--- config.mk ---
export PLATFORM = sky130hd
export DESIGN_NAME = fix_stream_arb
export DESIGN_NICKNAME = d
export VERILOG_FILES = /design/src/rtl/fix_pkg.sv /design/src/rtl/fix_eom_detect.sv /design/src/rtl/fix_stream_arb.sv
export SDC_FILE = /design/constraint.sdc
export NUM_CORES = 1
export LEC_CHECK = 0
export ABC_AREA = 1
export CORE_ASPECT_RATIO = 0.6
export CORE_MARGIN = 4
export CORE_UTILIZATION = 40
export DETAILED_ROUTE_END_ITERATION = 10
export PLACE_DENSITY_LB_ADDON = 0.3
export SLEW_MARGIN = 20
export SYNTH_ARGS = -nofsm -noshare
export SYNTH_HDL_FRONTEND = slang
export SYNTH_SLANG_ARGS = --single-unit
--- constraint.sdc ---
create_clock -name clk -period 5.2 [get_ports clk]
set_input_delay 1.56 -clock clk [delete_from_list [all_inputs] [get_ports clk]]
set_output_delay 1.56 -clock clk [all_outputs]
set_load 0.01 [all_outputs]
--- src/rtl/fix_pkg.sv ---
// Shared constants and state encodings for the FIX stream arbiter and its
// message-boundary tracker.
package fix_pkg;

  localparam logic [7:0] SOH_C      = 8'h01;
  localparam logic [7:0] SEP_C      = 8'h3D;
  localparam logic [7:0] CH_ONE_C   = 8'h31;
  localparam logic [7:0] CH_ZERO_C  = 8'h30;

  typedef enum logic {
    ARB,
    XFER
  } arb_state_e;

  // T_ONE / T_ONEZERO track a tag that so far reads "1" / "10";
  // T_CSVAL is the value field of tag 10 (CheckSum).
  typedef enum logic [2:0] {
    T_START,
    T_ONE,
    T_ONEZERO,
    T_TAG,
    T_VAL,
    T_CSVAL
  } trk_state_e;

endpackage

--- src/rtl/fix_eom_detect.sv ---
// FIX message-boundary tracker: flags the SOH that terminates the CheckSum
// (tag 10) field of the byte stream it observes.
module fix_eom_detect
  import fix_pkg::*;
(
  input  logic       clk,
  input  logic       rst,
  input  logic [7:0] data,
  input  logic       strobe,
  input  logic       restart,
  output logic       eom
);

  trk_state_e state_q, state_d;

  always_comb begin
    state_d = state_q;
    if (restart) begin
      state_d = T_START;
    end else if (strobe) begin
      if (data == SOH_C) begin
        state_d = T_START;
      end else begin
        case (state_q)
          T_START: begin
            if (data == CH_ONE_C)   state_d = T_ONE;
            else if (data == SEP_C) state_d = T_VAL;
            else                    state_d = T_TAG;
          end
          T_ONE: begin
            if (data == CH_ZERO_C)  state_d = T_ONEZERO;
            else if (data == SEP_C) state_d = T_VAL;
            else                    state_d = T_TAG;
          end
          T_ONEZERO: begin
            if (data == SEP_C)      state_d = T_CSVAL;
            else                    state_d = T_TAG;
          end
          T_TAG: begin
            if (data == SEP_C)      state_d = T_VAL;
          end
          T_VAL, T_CSVAL: begin
            state_d = state_q;
          end
          default: state_d = T_START;
        endcase
      end
    end
  end

  always_ff @(posedge clk or negedge rst) begin
    if (!rst) begin
      state_q <= T_START;
    end else begin
      state_q <= state_d;
    end
  end

  assign eom = strobe && !restart && (data == SOH_C) && (state_q == T_CSVAL);

endmodule

--- src/rtl/fix_stream_arb.sv ---
// Round-robin arbiter that forwards whole FIX messages from NUM_REQ byte
// streams to one parser. Optional stall timeout: FIX_STREAM_ARB_TIMEOUT_EN.
module fix_stream_arb
  import fix_pkg::*;
#(
  parameter int NUM_REQ  = 4,
  parameter int IDLE_MAX = 255
) (
  input  logic                         clk,
  input  logic                         rst,
  input  logic [NUM_REQ-1:0]           req_valid_i,
  input  logic [NUM_REQ-1:0][7:0]      req_data_i,
  output logic [NUM_REQ-1:0]           req_ready_o,
  output logic [7:0]                   par_data_o,
  output logic                         par_ctrl_o,
  output logic [$clog2(NUM_REQ)-1:0]   par_src_o,
  output logic                         eom_o,
  output logic                         abort_o,
  output logic                         busy_o
);

  localparam int SRC_W = $clog2(NUM_REQ);

  if (NUM_REQ < 2 || NUM_REQ > 8 || IDLE_MAX < 1) begin : g_bad_cfg
    $error("fix_stream_arb: unsupported NUM_REQ or IDLE_MAX");
  end

  arb_state_e        state_q, state_d;
  logic [SRC_W-1:0]  grant_q;
  logic [SRC_W-1:0]  last_q;
  logic [SRC_W-1:0]  pick;
  logic              any_vld;
  logic              grant_en;
  logic              timeout;
  logic              eom_det;

  logic [7:0]        data_p0;
  logic              vld_p0;

  logic [7:0]        data_p1;
  logic              vld_p1;
  logic [SRC_W-1:0]  src_p1;
  logic              eom_p1;

  // First valid requester strictly after the last grant, wrapping around.
  always_comb begin
    pick    = last_q;
    any_vld = 1'b0;
    for (int i = 1; i <= NUM_REQ; i++) begin
      if (!any_vld && req_valid_i[(int'(last_q) + i) % NUM_REQ]) begin
        any_vld = 1'b1;
        pick    = SRC_W'((int'(last_q) + i) % NUM_REQ);
      end
    end
  end

  assign data_p0 = req_data_i[grant_q];
  assign vld_p0  = (state_q == XFER) && !timeout && req_valid_i[grant_q];

  always_comb begin
    req_ready_o = '0;
    if (state_q == XFER && !timeout) begin
      req_ready_o[grant_q] = 1'b1;
    end
  end

  always_comb begin
    state_d  = state_q;
    grant_en = 1'b0;
    case (state_q)
      ARB: begin
        if (any_vld) begin
          grant_en = 1'b1;
          state_d  = XFER;
        end
      end
      XFER: begin
        if (timeout || (vld_p0 && eom_det)) begin
          state_d = ARB;
        end
      end
      default: state_d = ARB;
    endcase
  end

  always_ff @(posedge clk or negedge rst) begin
    if (!rst) begin
      state_q <= ARB;
    end else begin
      state_q <= state_d;
    end
  end

  // The pointer moves at grant time, so both completed and aborted
  // messages hand priority to the next requester in rotation.
  always_ff @(posedge clk or negedge rst) begin
    if (!rst) begin
      grant_q <= '0;
      last_q  <= SRC_W'(NUM_REQ - 1);
    end else if (grant_en) begin
      grant_q <= pick;
      last_q  <= pick;
    end
  end

  fix_eom_detect u_eom (
    .clk     (clk),
    .rst     (rst),
    .data    (data_p0),
    .strobe  (vld_p0),
    .restart (grant_en),
    .eom     (eom_det)
  );

`ifdef FIX_STREAM_ARB_TIMEOUT_EN
  localparam int IDLE_W = (IDLE_MAX > 255) ? $clog2(IDLE_MAX + 1) : 8;

  logic [IDLE_W-1:0] idle_q;
  logic              abort_p1;

  assign timeout = (state_q == XFER) && (idle_q == IDLE_W'(IDLE_MAX));

  always_ff @(posedge clk or negedge rst) begin
    if (!rst) begin
      idle_q <= '0;
    end else if (grant_en || vld_p0 || state_q != XFER) begin
      idle_q <= '0;
    end else if (idle_q != IDLE_W'(IDLE_MAX)) begin
      idle_q <= idle_q + IDLE_W'(1);
    end
  end

  always_ff @(posedge clk or negedge rst) begin
    if (!rst) begin
      abort_p1 <= 1'b0;
    end else begin
      abort_p1 <= timeout;
    end
  end

  assign abort_o = abort_p1;
`else
  assign timeout = 1'b0;
  assign abort_o = 1'b0;
`endif

  // p0 -> p1: accepted byte is presented to the parser one cycle later
  always_ff @(posedge clk or negedge rst) begin
    if (!rst) begin
      vld_p1  <= 1'b0;
      eom_p1  <= 1'b0;
      data_p1 <= '0;
      src_p1  <= '0;
    end else begin
      vld_p1 <= vld_p0;
      eom_p1 <= vld_p0 && eom_det;
      if (vld_p0) begin
        data_p1 <= data_p0;
        src_p1  <= grant_q;
      end
    end
  end

  assign par_data_o = data_p1;
  assign par_ctrl_o = vld_p1;
  assign par_src_o  = src_p1;
  assign eom_o      = eom_p1;
  assign busy_o     = (state_q == XFER);

endmodule

==> results.ini <==
[synth]
syn_avg_cell_area_um2=6.06
synthTopCellsByCount=112 x sky130_fd_sc_hd__nand2_1, 23 x sky130_fd_sc_hd__nand3_1, 23 x sky130_fd_sc_hd__nor2_1, 18 x sky130_fd_sc_hd__dfrtp_1, 18 x sky130_fd_sc_hd__inv_1
synth_top_cell_by_area=sky130_fd_sc_hd__dfrtp_1
synthTopCellsByArea=sky130_fd_sc_hd__dfrtp_1 29%, sky130_fd_sc_hd__nand2_1 27%, sky130_fd_sc_hd__nand3_1 7.4%, sky130_fd_sc_hd__nor2_1 5.5%, sky130_fd_sc_hd__o21ai_0 5.1%
synth-edff-count=0
synthMostInstantiatedCell=sky130_fd_sc_hd__nand2_1
synth_async_sr_flop_share=1.00
synth.lib_cells_used.distinct=25
synth_seq_cells=20
synth-main-ff-cell=sky130_fd_sc_hd__dfrtp_1
synth_top_area_share=0.289
synth-warning-count=0
synth.cell_area_um2=1560
yosysSeqAreaShare=0.323
syn_nets=295
synthCells=257

[drt]
dr_total_vias=1747
total_wirelength_of_the_detailed_routed_design_um=4160
avgRoutedWirePerCell_um=11.8
antenna_violating_nets_post_route=0
drt_pass1_iterations=4
drt_first_iter_violations=102
detail_route.drc_violations=0
vias_per_cell=4.96

[floorplanning]
die_height_um=56.3
placement_rows=17
die_area_um2=4990
fp.dieW_um=88.6
floorplan.initialDensity=0.421
coreArea_um2=3700
ios=56

[global_routing]
maximum_number_of_pins_on_one_net_before_global_route_repair=24
grt_first_pass_wirelength_um=7350
grt_overflow_total=0
vias_in_the_first_global_route=1623
grt_antenna_before_repair=0
groute.usage.overall=0.181

[setup_path]
crit_end_element=output pin
crit_fanout=22
critical_path_required_ns=3.64
setup.worst_path.start_class=flop
crit_type=reg2out
worst_ep_arrival_time_ns=2.09

[clock_tree]
cts_resized=0
insertion_delay_ns=0.26
clock_edge_transition_at_the_registers_on_the_reported_setup_and_hold_paths_ns=0.07
clock_buffers_created_by_tritoncts=3
cts_post_setup_buffers_inserted=0
cts_hold_buffers=0
cts.sink_count=20
h-tree-depth=1
tritoncts=built
cts-root-to-sink-buffers=2
root_buffer=sky130_fd_sc_hd__clkbuf_8

[cells_and_area]
layout.cells.non_filler=352
layout.cell_area.non_filler_um2=2160
total_nets_final=344
fraction_of_layout_instances_using_a_drive_strength_above_1=0.0656
antenna-diode-count=0
layout-area-overhead-vs-synth_pct=38.7

[placed_design]
gp_congestion=0.894
portBuffers=54
post-dp-hpwl_um=3330
cell_total_after_placement=348
placement.cell_area_um2=2090

[timing]
finalClockSkew_ns=0.00325
grt_setup_unrepaired=false
achievable-frequency_ghz=0.274
max_slew.worst_pin.slew_ns=0.875
finalMaxSlewViolations=0
final.period_utilization=0.701
final-setup-viol-count=0
setup_total_negative_slack_ns=0
final.min_clock_period_ns=3.65
hold_viol_final=0
slew_headroom=0.415

[power]
irDropWorstVdd_mv=0.254
totalPowerFinal_mw=1.15
cellPowerDensity_nw_per_um2=531
leakagePower_nw=1.08

[flow_run]
max-cap-violations=0

[hold_path]
min_path_type=reg2reg

[outcome]
run_status=finished clean

[layout by cell type, fill, tap and decap left out]
| master | Yosys | routed |
|---|---|---|
| sky130_fd_sc_hd__nand2_1 | 112 | 112 |
| sky130_fd_sc_hd__clkdlybuf4s50_1 | 0 | 54 |
| sky130_fd_sc_hd__nor2_1 | 23 | 23 |
| sky130_fd_sc_hd__nand3_1 | 23 | 23 |
| sky130_fd_sc_hd__inv_1 | 18 | 18 |
| sky130_fd_sc_hd__dfrtp_1 | 18 | 18 |
| sky130_fd_sc_hd__o21ai_0 | 16 | 16 |
| sky130_fd_sc_hd__nand2_2 | 5 | 5 |
| sky130_fd_sc_hd__o21ai_1 | 5 | 5 |
| sky130_fd_sc_hd__nor3_1 | 4 | 4 |
| sky130_fd_sc_hd__inv_2 | 3 | 3 |
| sky130_fd_sc_hd__nor2_2 | 3 | 3 |
| sky130_fd_sc_hd__a21oi_1 | 3 | 3 |
| sky130_fd_sc_hd__clkbuf_8 | 0 | 3 |
| sky130_fd_sc_hd__o221ai_1 | 2 | 2 |
| sky130_fd_sc_hd__nor2_4 | 2 | 2 |
| sky130_fd_sc_hd__nand4_1 | 2 | 2 |
| sky130_fd_sc_hd__o211ai_1 | 2 | 2 |
| sky130_fd_sc_hd__dfstp_2 | 2 | 2 |
| sky130_fd_sc_hd__a22oi_1 | 1 | 1 |
| sky130_fd_sc_hd__nor3_2 | 1 | 1 |
| sky130_fd_sc_hd__nand3b_1 | 1 | 1 |
| sky130_fd_sc_hd__conb_1 | 1 | 1 |
| sky130_fd_sc_hd__bufinv_16 | 0 | 1 |
[critical path, stage by stage (launching register included)]
cell	delay, ns
sky130_fd_sc_hd__dfrtp_1	0.76
sky130_fd_sc_hd__inv_2	0.29
sky130_fd_sc_hd__nor3_1	0.20
sky130_fd_sc_hd__clkdlybuf4s50_1	0.57
[path summary, 6_finish.rpt]
check / end / cells after the start / slack (ns) / from
min in group asynchronous: par_data_o[4]$_DFFE_PN0N_ / 1 / 1.80 / rst
worst min-delay path: par_data_o[3]$_DFFE_PN0N_ / 2 / 0.49 / par_data_o[3]$_DFFE_PN0N_
worst max-delay path: req_ready_o[1] / 3 / 1.55 / grant_q[0]$_DFFE_PN0P_
worst max register to register: u_eom.state_q[0]$_DFFE_PN0P_ / 9 / 2.74 / grant_q[0]$_DFFE_PN0P_
max in group asynchronous: busy_o$_DFF_PN0_ / 1 / 2.87 / rst
worst min register to register: par_data_o[3]$_DFFE_PN0N_ / 2 / 0.49 / par_data_o[3]$_DFFE_PN0N_
[final cells by class]
class | instances | area, um^2
flip-flops and latches | 20 | 503
multi-input cells | 206 | 908
fillers | 369 | 1540
clock inverters | 1 | 30.0
repair buffers | 54 | 541
clock buffers | 3 | 41.3
well taps | 47 | 58.8
inverters | 21 | 78.8
[sequential cells by signal (all words and copies together), names as in the netlist]
name,cells
par_ctrl_o,1
eom_o,1
par_data_o,8
grant_q,2
par_src_o,2
busy_o,1
u_eom.state_q,3
last_q,2
[cell families (layout without fill, tap and decap cells)]
family	Yosys count	in the layout	share of synthesized area
buf+inv	31	79	0.0940
flops	20	20	0.323
compound gates	29	29	0.103
simple gates	176	176	0.478
other cells	1	1	0.00241
[metal layers]
metal  up-vias  GRT usage  routed length [um]
met5         -          0                   0
met4         0     0.0237                  21
met3         2     0.0455                 387
met2        78      0.255                1630
met1       758      0.283                2120
li1        909          -                   -
[report_power, final]
part / internal, mW / switching (mW)
Clock: 0.103 / 0.0505
Combinational: 0.280 / 0.396
Sequential: 0.230 / 0.0884
Total: 0.612 / 0.535
[through the flow]
stage	setup WS (ns)	util	hold slack (ns)
2_1_floorplan	2.58	-	0.499
3_3_place_gp	1.79	0.565	0.474
3_5_place_dp	1.78	0.565	0.480
4_1_cts	1.53	0.584	0.499
5_1_grt	1.33	0.584	0.523
6_report	1.55	0.584	0.494
Power figures use the tool's default switching activity.
